`config.mk`:
```
export PLATFORM = sky130hd
export DESIGN_NAME = fifo_sync_flags
export DESIGN_NICKNAME = d
export VERILOG_FILES = /design/src/rtl/fifo_sync_flags.sv
export SDC_FILE = /design/constraint.sdc
export NUM_CORES = 1
export LEC_CHECK = 0
export ABC_AREA = 1
export CORE_ASPECT_RATIO = 1.2
export CORE_UTILIZATION = 35
export CTS_CLUSTER_SIZE = 16
export DETAILED_ROUTE_END_ITERATION = 12
export HOLD_SLACK_MARGIN = 0.12
export SYNTH_ARGS = -nofsm -noshare
export SYNTH_HDL_FRONTEND = slang
export SYNTH_SLANG_ARGS = --single-unit
export TNS_END_PERCENT = 1
```
`constraint.sdc`:
```
create_clock -name clk -period 2 [get_ports clk]
set_input_delay 0.2 -clock clk [delete_from_list [all_inputs] [get_ports clk]]
set_output_delay 0.2 -clock clk [all_outputs]
set_load 0.05 [all_outputs]
```
`src/rtl/fifo_sync_flags.sv`:
```
`default_nettype none
// ============================================================================
// Module   : fifo_sync_flags
// Brief    : Parametrised single-clock FIFO with FWFT/registered read, level
//            flags, occupancy count and overflow/underflow pulses.
// Revision : 1.0
// ============================================================================
module fifo_sync_flags #(
  parameter int DATA_WIDTH = 8,
  parameter int ADDR_WIDTH = 4,
  parameter bit FWFT       = 1'b0,
  parameter int AF_LEVEL   = (2**ADDR_WIDTH) - 2,
  parameter int AE_LEVEL   = 2
) (
  input  logic                  clk,
  input  logic                  rst,
  input  logic                  w_en,
  input  logic [DATA_WIDTH-1:0] wdata,
  input  logic                  r_en,
  output logic [DATA_WIDTH-1:0] rdata,
  output logic                  rvalid,
  output logic                  full,
  output logic                  empty,
  output logic                  almost_full,
  output logic                  almost_empty,
  output logic [ADDR_WIDTH:0]   count,
  output logic                  overflow,
  output logic                  underflow
);

  localparam int                  c_DEPTH_INT = 2**ADDR_WIDTH;
  localparam logic [ADDR_WIDTH:0] c_DEPTH     = (ADDR_WIDTH+1)'(c_DEPTH_INT);
  localparam logic [ADDR_WIDTH:0] c_AF        = (ADDR_WIDTH+1)'(AF_LEVEL);
  localparam logic [ADDR_WIDTH:0] c_AE        = (ADDR_WIDTH+1)'(AE_LEVEL);
  localparam logic [ADDR_WIDTH:0] c_CNT_ONE   = (ADDR_WIDTH+1)'(1);
  localparam logic [ADDR_WIDTH-1:0] c_PTR_ONE = ADDR_WIDTH'(1);

  if ((AF_LEVEL < 1) || (AF_LEVEL > c_DEPTH_INT)) begin : g_bad_af
    $error("fifo_sync_flags: AF_LEVEL must be in 1..DEPTH");
  end
  if ((AE_LEVEL < 0) || (AE_LEVEL > c_DEPTH_INT - 1)) begin : g_bad_ae
    $error("fifo_sync_flags: AE_LEVEL must be in 0..DEPTH-1");
  end

  logic [DATA_WIDTH-1:0] mem_q [c_DEPTH_INT];
  logic [ADDR_WIDTH-1:0] wr_ptr_q, wr_ptr_d;
  logic [ADDR_WIDTH-1:0] rd_ptr_q, rd_ptr_d;
  logic [ADDR_WIDTH:0]   count_q, count_d;
  logic                  ovf_q, ovf_d;
  logic                  unf_q, unf_d;
  logic                  w_rd_acc;
  logic                  w_wr_acc;

  assign full         = (count_q == c_DEPTH);
  assign empty        = (count_q == '0);
  assign almost_full  = (count_q >= c_AF);
  assign almost_empty = (count_q <= c_AE);
  assign count        = count_q;
  assign overflow     = ovf_q;
  assign underflow    = unf_q;

  // A full FIFO still takes a write when a read frees a slot in the same cycle.
  assign w_rd_acc = r_en & ~empty;
  assign w_wr_acc = w_en & (~full | w_rd_acc);

  always_comb begin
    wr_ptr_d = wr_ptr_q;
    rd_ptr_d = rd_ptr_q;
    count_d  = count_q;
    ovf_d    = w_en & ~w_wr_acc;
    unf_d    = r_en & ~w_rd_acc;
    if (w_wr_acc) wr_ptr_d = wr_ptr_q + c_PTR_ONE;
    if (w_rd_acc) rd_ptr_d = rd_ptr_q + c_PTR_ONE;
    case ({w_wr_acc, w_rd_acc})
      2'b10:   count_d = count_q + c_CNT_ONE;
      2'b01:   count_d = count_q - c_CNT_ONE;
      default: count_d = count_q;
    endcase
  end

  always_ff @(posedge clk) begin
    if (rst) begin
      wr_ptr_q <= '0;
      rd_ptr_q <= '0;
      count_q  <= '0;
      ovf_q    <= 1'b0;
      unf_q    <= 1'b0;
    end else begin
      wr_ptr_q <= wr_ptr_d;
      rd_ptr_q <= rd_ptr_d;
      count_q  <= count_d;
      ovf_q    <= ovf_d;
      unf_q    <= unf_d;
    end
  end

  // Storage is not cleared; stale words are unreachable once the pointers reset.
  always_ff @(posedge clk) begin
    if (!rst && w_wr_acc) mem_q[wr_ptr_q] <= wdata;
  end

  if (FWFT) begin : g_fwft
    assign rdata  = empty ? '0 : mem_q[rd_ptr_q];
    assign rvalid = ~empty;
  end else begin : g_regread
    logic [DATA_WIDTH-1:0] rdata_q;
    logic                  rvalid_q;

    always_ff @(posedge clk) begin
      if (rst) begin
        rdata_q  <= '0;
        rvalid_q <= 1'b0;
      end else begin
        rvalid_q <= w_rd_acc;
        if (w_rd_acc) rdata_q <= mem_q[rd_ptr_q];
      end
    end

    assign rdata  = rdata_q;
    assign rvalid = rvalid_q;
  end

endmodule
`default_nettype wire

```
After elaboration in Yosys (flattened, before gate mapping)
Memories as Yosys holds them, arrays and structs flattened. A register that Yosys moved wholly into a read port is not among the register bits.
Cells that the tools add are included.
{"block": "totals", "input_bits": 12, "ff_bits": 16, "wordCells": 32, "memories": 1, "ram_bits": 128, "out_inout_bits": 20}
{"block": "op_classes", "eq_ne": 3, "addsub": 4, "n_reduce_logical": 4, "n_lt_le_gt_ge": 2, "n_bitwise": 9, "muxes": 3}
{"name": "mem_q", "words": 16, "width": 8, "read_ports": 1, "rd_ports_with_merged_regs": 1, "write_ports": 1, "line": "45", "source": "logic [DATA_WIDTH-1:0] mem_q [c_DEPTH_INT];"}
{"operator": "5-bit case mux with 2 select lines", "n": 1}
{"operator": "4-bit by 1-bit adder with 4-bit output, second input constant", "n": 2}
{"operator": "5-bit by 1-bit adder with 5-bit output, second input constant", "n": 1}
{"operator": "5-bit equality test, second input constant", "n": 1}
{"operator": "5-bit by 4-bit >= comparator with 1-bit output, second input constant", "n": 1}
{"operator": "5-bit by 2-bit <= comparator with 1-bit output, second input constant", "n": 1}
{"operator": "5-bit logical NOT", "n": 1}
{"operator": "5-bit by 1-bit subtractor with 5-bit output, second input constant", "n": 1}
{"operator": "1-bit bitwise AND", "n": 4}
{"operator": "1-bit NOT", "n": 4}
{"operator": "2-bit by 1-bit equality test with 1-bit output, second input constant", "n": 1}
{"operator": "2-bit equality test, second input constant", "n": 1}
{"operator": "1-bit 2-to-1 mux", "n": 2}
{"operator": "2-bit nonzero test", "n": 1}
{"operator": "1-bit logical AND", "n": 1}
{"operator": "1-bit logical NOT", "n": 1}
{"operator": "1-bit OR", "n": 1}

Logic depth before layout (Yosys ltp)
Gate-level depths: netlist (run 1).
{"block": "logic_depth", "depth_word": 8, "mapped_depth": 15, "mapped_depth_nobuf": 15}

Least setup slack after synthesis (run 1)
OpenSTA, ideal clock, no wires.
{"block": "synth_timing", "path_type": "register to output", "startpoint": "register count_q[1] (netlist: count[1])", "endpoint": "output almost_empty", "slack_ns": -1.287, "arrival_ns": 3.087, "t_required_ns": 1.800, "path_stages_with_launch": 2, "path_cell_list": "dfxtp_1 > a2111oi_0"}
{"block": "synth_via", "elab_chain_len": 1}
{"item": "start, declared", "line": "48", "source": "logic [ADDR_WIDTH:0] count_q, count_d;"}
{"item": "start signal, assigned", "line": "91", "source": "count_q <= count_d;"}
{"item": "5-bit by 2-bit <= comparator with 1-bit output", "line": "57", "source": "assign almost_empty = (count_q <= c_AE);"}
{"item": "end, declared", "line": "25", "source": "output logic almost_empty,"}
Every way passes these cells.

Worst setup path in the final report (run 1)
{"block": "layout_timing", "startpoint": "register count_q[3] (netlist: count[3])", "endpoint": "output count[3]"}
{"item": "end, declared", "line": "26", "source": "output logic [ADDR_WIDTH:0] count,"}
No word-level cell between the ends.

==> metrics.txt, run 1 <==
diode count 0; GRT Overall Usage 0.164; root cell of the clock tree clkbuf_16; final std cells w/o fill 1000; Worst-Skew Late Latency 0.42 ns; Primary FF master, synth edfxtp_1; num ports 32; Wirelength per Cell 14.8 µm; Hold Path End underflow; top-count cell post-synth nand2_1; Power Density 1180 nW/µm²; HPWL after DPL 9430 µm; Async SR Flop Fraction 0; R2R Path Start count[2]; largest net degree at the start of global routing 67; clock sinks 152; Period minus WS final 1.94 ns; # setup viols final 0; hold-fix buffers at CTS 0; Initial Util 0.362; DRC violations left 0; Hold Path Stages 3; Reg2Reg Depth 15; Area contributors post-synth edfxtp_1, nand2_1, nand3_1, dfxtp_1, inv_1; final setup TNS 0 ns; die area 19500 µm²; Final Slew Violations 0; Clock Skews 0.00783 ns; GRT overflow 0; fin nets 757; H-tree levels 4; Netlist cell types 25; Area growth, synth to finish 21.1%; Post-Syn Area 6650 µm²; Lkg Pwr 3.37 nW; Max Buffers Root-to-Sink 2; number of global-route vias before repair 4377; RSZ-0062 raised after global routing false; initial antenna violation count 0; Worst-Margin Slew 0.697 ns; Max Freq 0.516 GHz; Post-synth top cells nand2_1, edfxtp_1, nand3_1, inv_1, nor2_1; FF+latch area 4330 µm²; Critical Path Sink Type primary output; CTS Buf Count 17; Die Height 153 µm; cells after synthesis 673; Hold Path Class primary input to flop; crit path kind flop to primary output; final antenna-violating net count 0; Final period util 0.969; die width 128 µm; Seq/Total Area, Yosys 0.651; post-synth top area share 0.578; via count 4593; Post-synth EDFFs 128; Worst EP required 1.80 ns; Syn Nets 694; Crit Path Max Fanout 5; core area 18400 µm²; startpoint types flop; hold_sp r_en; Routed WL 14800 µm; Final GP Congestion 0.806; reg2reg end count[4]; # fillers 1803; row count 54; Peak VDD IR 0.694 mV; DR pass1 iterations 5; cell taking the most area after synthesis edfxtp_1; final hold violations 0; synthesized flop and latch total 152; vias per inst 4.59; Worst EP arrival 1.74 ns; placed cells 968; yosys warns 0; register-to-register setup slack 0.21 ns; share of cells above drive strength 1 0.123; CTS tree done; first-pass GRT wire length 23700 µm; max-cap violations 0; area of the multi-input gates 1820 µm²; status finished clean; Iter 0 DRT Violations 288; CTS clock-pin slew for the worst setup and hold paths 0.06 ns; buffers added on ports 31; worst rel slew slack 0.534; Synth Area per Inst 9.88 µm²
-- per-layer routing --
| metal | share of wire | routed length [µm] | vias to the layer above | global-route usage |
|---|---|---|---|---|
| met2 | 0.52 | 7660 | 92 | 0.282 |
| met3 | 0.039 | 582 | 25 | 0.0305 |
| met5 | 0 | 0 | - | 0 |
| met4 | 0.024 | 352 | 0 | 0.0773 |
| met1 | 0.42 | 6230 | 2166 | 0.197 |
| li1 | - | - | 2310 | - |
-- what timing repair did --
| action | CTS | global route |
|---|---|---|
| pin swaps | 0 | 2 |
| gates resized for setup | 1 | 4 |
| endpoints found under the setup margin | 1 | 2 |
| buffers inserted | 0 | 1 |
-- kinds of logic after synthesis --
kind of cell,count (synthesis),share of synthesized area
and+or+nand+nor,358,0.226
DFF,152,0.651
buffers and inverters,122,0.0779
AOI/OAI and AO/OA,27,0.0209
adders and majority gates,9,0.0181
xor gates and xnor gates,5,0.00659
-- per-stage QoR --
| stage | worst slack (ns) | utilization | area (µm²) | hold WS (ns) | total power, mW |
|---|---|---|---|---|---|
| 3_3_place_gp | -0.0259 | 0.405 | 7450 | 0.493 | 6.41 |
| 3_5_place_dp | -0.0321 | 0.405 | 7450 | 0.497 | 6.42 |
| 6_report | 0.0622 | 0.438 | 8050 | 0.458 | 9.52 |
| 5_1_grt | 0.00174 | 0.438 | 8050 | 0.478 | 10.0 |
| 4_1_cts | 0.0467 | 0.437 | 8030 | 0.446 | 9.58 |
| 2_1_floorplan | -0.434 | - | 6650 | 0.299 | 5.57 |
-- critical path: stages (launching register included) --
cell and delay [ns]:
dfxtp_1 0.36, buf_4 0.16, clkdlybuf4s50_1 0.80
-- cell type report --
cell class                 count  area share
multi-input combinational    399       0.226
timing repair buffer          73      0.0813
clock inverter                12      0.0190
inverter                      93      0.0434
sequential                   152       0.537
clock buffer                  19      0.0538
tap                          252      0.0392
-- power breakdown --
group	total (mW)	internal [mW]	switching [mW]
sequential	3.66	3.58	0.0769
clock	3.16	1.95	1.21
combinational	2.70	0.902	1.80
total	9.52	6.43	3.09
-- placed cells by master (no fill, tap or decap) --
| cell type | instances |
|---|---|
| nor2_1 | 57 |
| clkinvlp_4 | 4 |
| nand3_2 | 1 |
| bufinv_16 | 3 |
| dlygate4sd2_1 | 1 |
| clkbuf_1 | 2 |
| clkdlybuf4s50_1 | 27 |
| nand2_2 | 4 |
| a21oi_2 | 1 |
| o21ai_1 | 8 |
| nand3_1 | 97 |
| buf_4 | 42 |
| nor2_2 | 2 |
| a2111oi_2 | 1 |
| nor3_1 | 2 |
| inv_6 | 1 |
| o21ai_0 | 8 |
| inv_1 | 86 |
| a21oi_1 | 9 |
| xor2_1 | 5 |
| buf_12 | 3 |
| inv_2 | 5 |
| nand2_4 | 1 |
| nor2_4 | 1 |
| dfxtp_1 | 23 |
| edfxtp_1 | 128 |
| fa_2 | 1 |
| clkinv_2 | 3 |
| dfxtp_2 | 1 |
| clkinv_1 | 2 |
| ha_1 | 8 |
| nand2_1 | 193 |
| clkbuf_16 | 17 |
| clkinv_4 | 1 |
-- state kept, by name, summed over array words and instances (netlist names) --
register and count:
count 5, mem_q 128, rvalid 1, underflow 1, wr_ptr_q 4, rd_ptr_q 4
overflow 1, rdata 8
-- worst max path at each step --
stage / start / slack (ns) / end
floorplan: count[1] / -0.43 / mem_q[10][0]
global placement: r_en / -0.03 / count[4]
detailed placement: r_en / -0.03 / count[4]
CTS: count[1] / 0.05 / count[4]
global route: count[1] / 0.002 / count[1]
finish: count[3] / 0.06 / count[3]
No activity file was read; power rests on OpenSTA's default activity.
==> inputs of run 2 (changes only) <==
==> constraint.sdc (replaced) <==
create_clock -name clk -period 2 [get_ports clk]
set_input_delay 0.4 -clock clk [delete_from_list [all_inputs] [get_ports clk]]
set_output_delay 0.4 -clock clk [all_outputs]
set_load 0.05 [all_outputs]
==> run 2 against run 1 <==
Effect of this change:
- setup slack worse by 0.033 ns
- global-route usage is 0.14 points lower
- clock-buffer cell count is the same
- total power is 0.37% lower
- first-iteration DRC count is 34% higher
- clock skew rose by 0.0029 ns
- largest cell class unchanged
- largest power group unchanged
==> metrics.txt, run 2 (synthesized netlist as in run 1, its figures left out) <==
Max Buffers Root-to-Sink 2 (unchanged); post-CTS setup buffers 0 (unchanged); startpoint types flop (unchanged); fin nets 767 (was 757); die area 19500 µm² (unchanged); num ports 32 (unchanged); Worst-Skew Late Latency 0.42 ns (about the same); GRT Overall Usage 0.163 (was 0.164); core area 18400 µm² (unchanged); Routed WL 14700 µm (was 14800 µm); Worst EP arrival 1.57 ns (was 1.74 ns); slowest CP cell clkdlybuf4s50_1 (unchanged); cell family with most CP delay buffers and inverters (unchanged); Iter 0 DRT Violations 385 (was 288); Peak VDD IR 0.648 mV (was 0.694 mV); diode count 0 (unchanged); hold slack final 0.507 ns (was 0.458 ns); row count 54 (unchanged); Power Density 1160 nW/µm² (was 1180 nW/µm²); largest net degree at the start of global routing 53 (was 67); HPWL after DPL 9750 µm (was 9430 µm); Resize count post-CTS 3 (was 1); Final Slew Violations 0 (unchanged); Final GP Congestion 0.793 (was 0.806); Final period util 0.985 (was 0.969); root cell of the clock tree clkbuf_16 (unchanged); status finished clean (unchanged); Hold Path Class flop to flop (was primary input to flop); Period minus WS final 1.97 ns (was 1.94 ns); Die Height 153 µm (unchanged); CTS Buf Count 17 (unchanged); Top reg by flops mem_q (unchanged); die width 128 µm (unchanged); # setup viols final 0 (unchanged); first-pass GRT wire length 23500 µm (was 23700 µm); via count 4517 (was 4593); Worst EP required 1.60 ns (was 1.80 ns); worst stage delay on the critical path 0.81 ns (was 0.80 ns); worst rel slew slack 0.649 (was 0.534); buffers added on ports 31 (unchanged); Worst-Margin Slew 0.526 ns (was 0.697 ns); RSZ-0062 raised after global routing false (unchanged); DRC violations left 0 (unchanged); commonest non-fill, non-tap cell in the layout nand2_1 (unchanged); H-tree levels 4 (unchanged); Largest register FFs 128 (unchanged); number of global-route vias before repair 4468 (was 4377); clock sinks 152 (unchanged); crit path kind flop to primary output (unchanged); Crit Path Max Fanout 2 (was 5); max-cap violations 0 (unchanged); final antenna-violating net count 0 (unchanged); Area growth, synth to finish 23.0% (was 21.1%); share of cells above drive strength 1 0.171 (was 0.123); vias per inst 4.47 (was 4.59); GRT overflow 0 (unchanged); CTS clock-pin slew for the worst setup and hold paths 0.06 ns (about the same); initial antenna violation count 0 (unchanged); worst path cell trace clkdlybuf4s50_1 (was buf_4 -> clkdlybuf4s50_1); CTS tree done (unchanged); final hold violations 0 (unchanged); Clock Skews 0.0107 ns (was 0.00783 ns); DR pass1 iterations 5 (unchanged); Critical Path Sink Type primary output (unchanged); hold-fix buffers at CTS 0 (unchanged); Initial Util 0.362 (unchanged); Critical path buffers and inverters 1 (was 2); Final Util 0.445 (was 0.438); most frequent cells in the layout nand2_1, edfxtp_1, nand3_1 (unchanged); Lkg Pwr 3.48 nW (was 3.37 nW); Wirelength per Cell 14.5 µm (was 14.8 µm); Max Freq 0.508 GHz (was 0.516 GHz)
## run 2: layout make-up
type,instances,area [µm²]
Clock inverter,13,111
Fill cell,1772,10200
Multi-Input combinational cell,399,1880
Tap cell,252,315
Sequential cell,152,4340
Timing Repair Buffer,83,748
Inverter,93,349
Clock buffer,19,433
## run 2: metal layers
metal | GRT usage | vias up | routed length (µm)
li1 | - | 2331 | -
met1 | 0.204 | 2089 | 6420
met5 | 0 | - | 0
met2 | 0.271 | 73 | 7390
met4 | 0.0796 | 0 | 436
met3 | 0.0280 | 24 | 402
## run 2: through the flow
stage / setup TNS, ns / std cells / area [µm²] / setup WS [ns] / power (mW)
global placement: -12.57 / 979 / 7590 / -0.223 / 6.59
floorplan: -5.48 / 673 / 6700 / -0.0426 / 5.59
CTS: -0.00404 / 1011 / 8140 / -0.00404 / 9.52
finish: 0 / 1011 / 8180 / 0.0296 / 9.49
detailed placement: -13.26 / 979 / 7590 / -0.249 / 6.60
global route: 0 / 1011 / 8180 / 0.000554 / 9.95
## run 2: tightest hold or removal path: stages (launching register included)
cell,delay (ns)
dfxtp_1,0.33
nand2_1,0.07
a21oi_1,0.06
## run 2: path summary, 6_finish.rpt
path,slack [ns],cells after the start,endpoint,start
min,0.51,2,wr_ptr_q[3],wr_ptr_q[3]
max,0.03,1,rdata[2],rdata[2]
min reg2reg,0.51,2,wr_ptr_q[3],wr_ptr_q[3]
max reg2reg,0.17,15,count[4],count[1]
## run 2: report_power, final
part	internal (mW)	leakage, nW	switching, mW
logic	1.01	1.87	1.87
clock network	1.62	0.254	1.31
registers	3.59	1.35	0.0862
total	6.22	3.48	3.27
==> inputs of run 3 (changes only) <==
--- a/config.mk
+++ b/config.mk
@@ -11,6 +11,7 @@
 export CTS_CLUSTER_SIZE = 16
 export DETAILED_ROUTE_END_ITERATION = 12
 export HOLD_SLACK_MARGIN = 0.12
+export RECOVER_POWER = 100
 export SYNTH_ARGS = -nofsm -noshare
 export SYNTH_HDL_FRONTEND = slang
 export SYNTH_SLANG_ARGS = --single-unit
==> run 3 against run 2 <==
Effect of this change:
- setup slack better by 0.00090 ns
- register-to-register slack worse by 0.05 ns
- maximum frequency about the same
- non-clock buffer count unchanged
- clock skew up 0.0025 ns
- largest cell class unchanged
- wire length up 0.45%
- clock-buffer cell count unchanged
- design area down 2.2%
- first-iteration DRC count down 3.6%
- sequential power about the same
==> metrics.txt, run 3 (synthesized netlist as in run 1, its figures left out) <==
status finished clean (unchanged); Worst EP required 1.60 ns (about the same); Worst-Skew Late Latency 0.43 ns (was 0.42 ns); FF+latch area 4340 µm² (about the same); total power 9.31 mW (was 9.49 mW); CTS Buf Count 17 (unchanged); Wirelength per Cell 14.6 µm (was 14.5 µm); via count 4561 (was 4517); RSZ-0062 raised after global routing false (unchanged); area of the multi-input gates 1870 µm² (was 1880 µm²); Top reg by flops mem_q (unchanged); startpoint types flop (unchanged); Period minus WS final 1.97 ns (about the same); Worst Slack Setup Final 0.0305 ns (was 0.0296 ns); fin nets 767 (unchanged); # setup viols final 0 (unchanged); cell family with most CP delay buffers and inverters (unchanged); Critical path buffers and inverters 1 (unchanged); Final Slew Violations 0 (unchanged); vias per inst 4.51 (was 4.47); Internal Power 6.06 mW (was 6.22 mW); DRC violations left 0 (unchanged); DR pass1 iterations 5 (unchanged); final hold violations 0 (unchanged); Power Density 1170 nW/µm² (was 1160 nW/µm²); CTS tree done (unchanged); root cell of the clock tree clkbuf_16 (unchanged); Final GP Congestion 0.793 (unchanged); worst path cell trace clkdlybuf4s50_1 (unchanged); Die Height 153 µm (unchanged); Max Buffers Root-to-Sink 2 (unchanged); Clock Skews 0.0133 ns (was 0.0107 ns); Resize count post-CTS 3 (unchanged); Seq pwr share 0.395 (was 0.387); Routed WL 14700 µm (about the same); hold-fix buffers at CTS 0 (unchanged); H-tree levels 4 (unchanged); die width 128 µm (unchanged); share of cells above drive strength 1 0.146 (was 0.171); logic gate share of total power 0.291 (was 0.304); num ports 32 (unchanged); Lkg Pwr 3.34 nW (was 3.48 nW); row count 54 (unchanged); most frequent cells in the layout nand2_1, edfxtp_1, nand3_1 (unchanged); CTS clock-pin slew for the worst setup and hold paths 0.06 ns (about the same); number of global-route vias before repair 4468 (unchanged); Iter 0 DRT Violations 371 (was 385); Peak VDD IR 0.649 mV (was 0.648 mV); switching share of power 0.349 (was 0.344); Final Util 0.435 (was 0.445); diode count 0 (unchanged); GRT overflow 0 (unchanged); Final period util 0.985 (about the same); Critical Path Sink Type primary output (unchanged); core area 18400 µm² (unchanged); final antenna-violating net count 0 (unchanged); max-cap violations 0 (unchanged); commonest non-fill, non-tap cell in the layout nand2_1 (unchanged); buffers added on ports 31 (unchanged); crit path kind flop to primary output (unchanged); clock sinks 152 (unchanged); Initial Util 0.362 (unchanged); Hold Path Class flop to flop (unchanged); post-CTS setup buffers 0 (unchanged); HPWL after DPL 9750 µm (unchanged); Largest register FFs 128 (unchanged); dpl ws -0.249 ns (unchanged); GRT Overall Usage 0.163 (unchanged); slowest CP cell clkdlybuf4s50_1 (unchanged); Worst EP arrival 1.57 ns (about the same); worst stage delay on the critical path 0.81 ns (about the same); worst rel slew slack 0.335 (was 0.649); first-pass GRT wire length 23500 µm (unchanged); initial antenna violation count 0 (unchanged); largest net degree at the start of global routing 53 (unchanged); Worst-Margin Slew 0.998 ns (was 0.526 ns); Area growth, synth to finish 20.2% (was 23.0%); clock power share 0.314 (was 0.309); # fillers 1800 (was 1772); P_sw 3.25 mW (was 3.27 mW); Max Freq 0.508 GHz (about the same); die area 19500 µm² (unchanged); Crit Path Max Fanout 2 (unchanged)
## run 3: cell types whose count changed in the layout (fill, tap and decap cells not counted), sizes merged
cell,change
clkbuf,+42
buf,-38
clkdlybuf4s50,-10
dlygate4sd3,+10
dlymetal6s2s,-4
## run 3: per-layer routing
metal  global-route usage  up-vias  wire length [µm]
met5                    0        -                 0
met4               0.0796        0               386
met3               0.0280       21               487
met2                0.271       88              7500
met1                0.204     2119              6340
li1                     -     2333                 -
## run 3: final timing paths
kind | startpoint | end | slack (ns) | depth (start not counted)
hold reg to reg | wr_ptr_q[3] | wr_ptr_q[3] | 0.51 | 2
setup reg to reg | count[4] | mem_q[3][1] | 0.12 | 10
setup / recovery | rdata[2] | rdata[2] | 0.03 | 1
hold / removal | wr_ptr_q[3] | wr_ptr_q[3] | 0.51 | 2
## run 3: through the flow
step                      setup TNS [ns]  hold WS [ns]  area (µm²)  cells
after floorplan                    -5.48         0.472        6700    673
after global placement            -12.57         0.488        7590    979
after detailed placement          -13.26         0.498        7590    979
after CTS                       -0.00404         0.507        8140   1011
after global routing                   0         0.562        7990   1011
final                                  0         0.507        7990   1011
## run 3: cell type report
| type | count | area share |
|---|---|---|
| sequential | 152 | 0.543 |
| multi-input combinational | 399 | 0.234 |
| timing repair buffer | 83 | 0.0720 |
| clock buffer | 19 | 0.0542 |
| inverter | 93 | 0.0437 |
| tap | 252 | 0.0395 |
| clock inverter | 13 | 0.0139 |
## run 3: power by group through the flow
| stage | combinational, mW | clock, mW | sequential (mW) |
|---|---|---|---|
| finish | 2.71 | 2.93 | 3.68 |
| global route | 3.00 | 3.09 | 3.69 |
| CTS | 2.87 | 2.98 | 3.67 |
| detailed placement | 2.87 | 0 | 3.73 |
| global placement | 2.86 | 0 | 3.73 |
| floorplan | 1.49 | 0 | 4.10 |
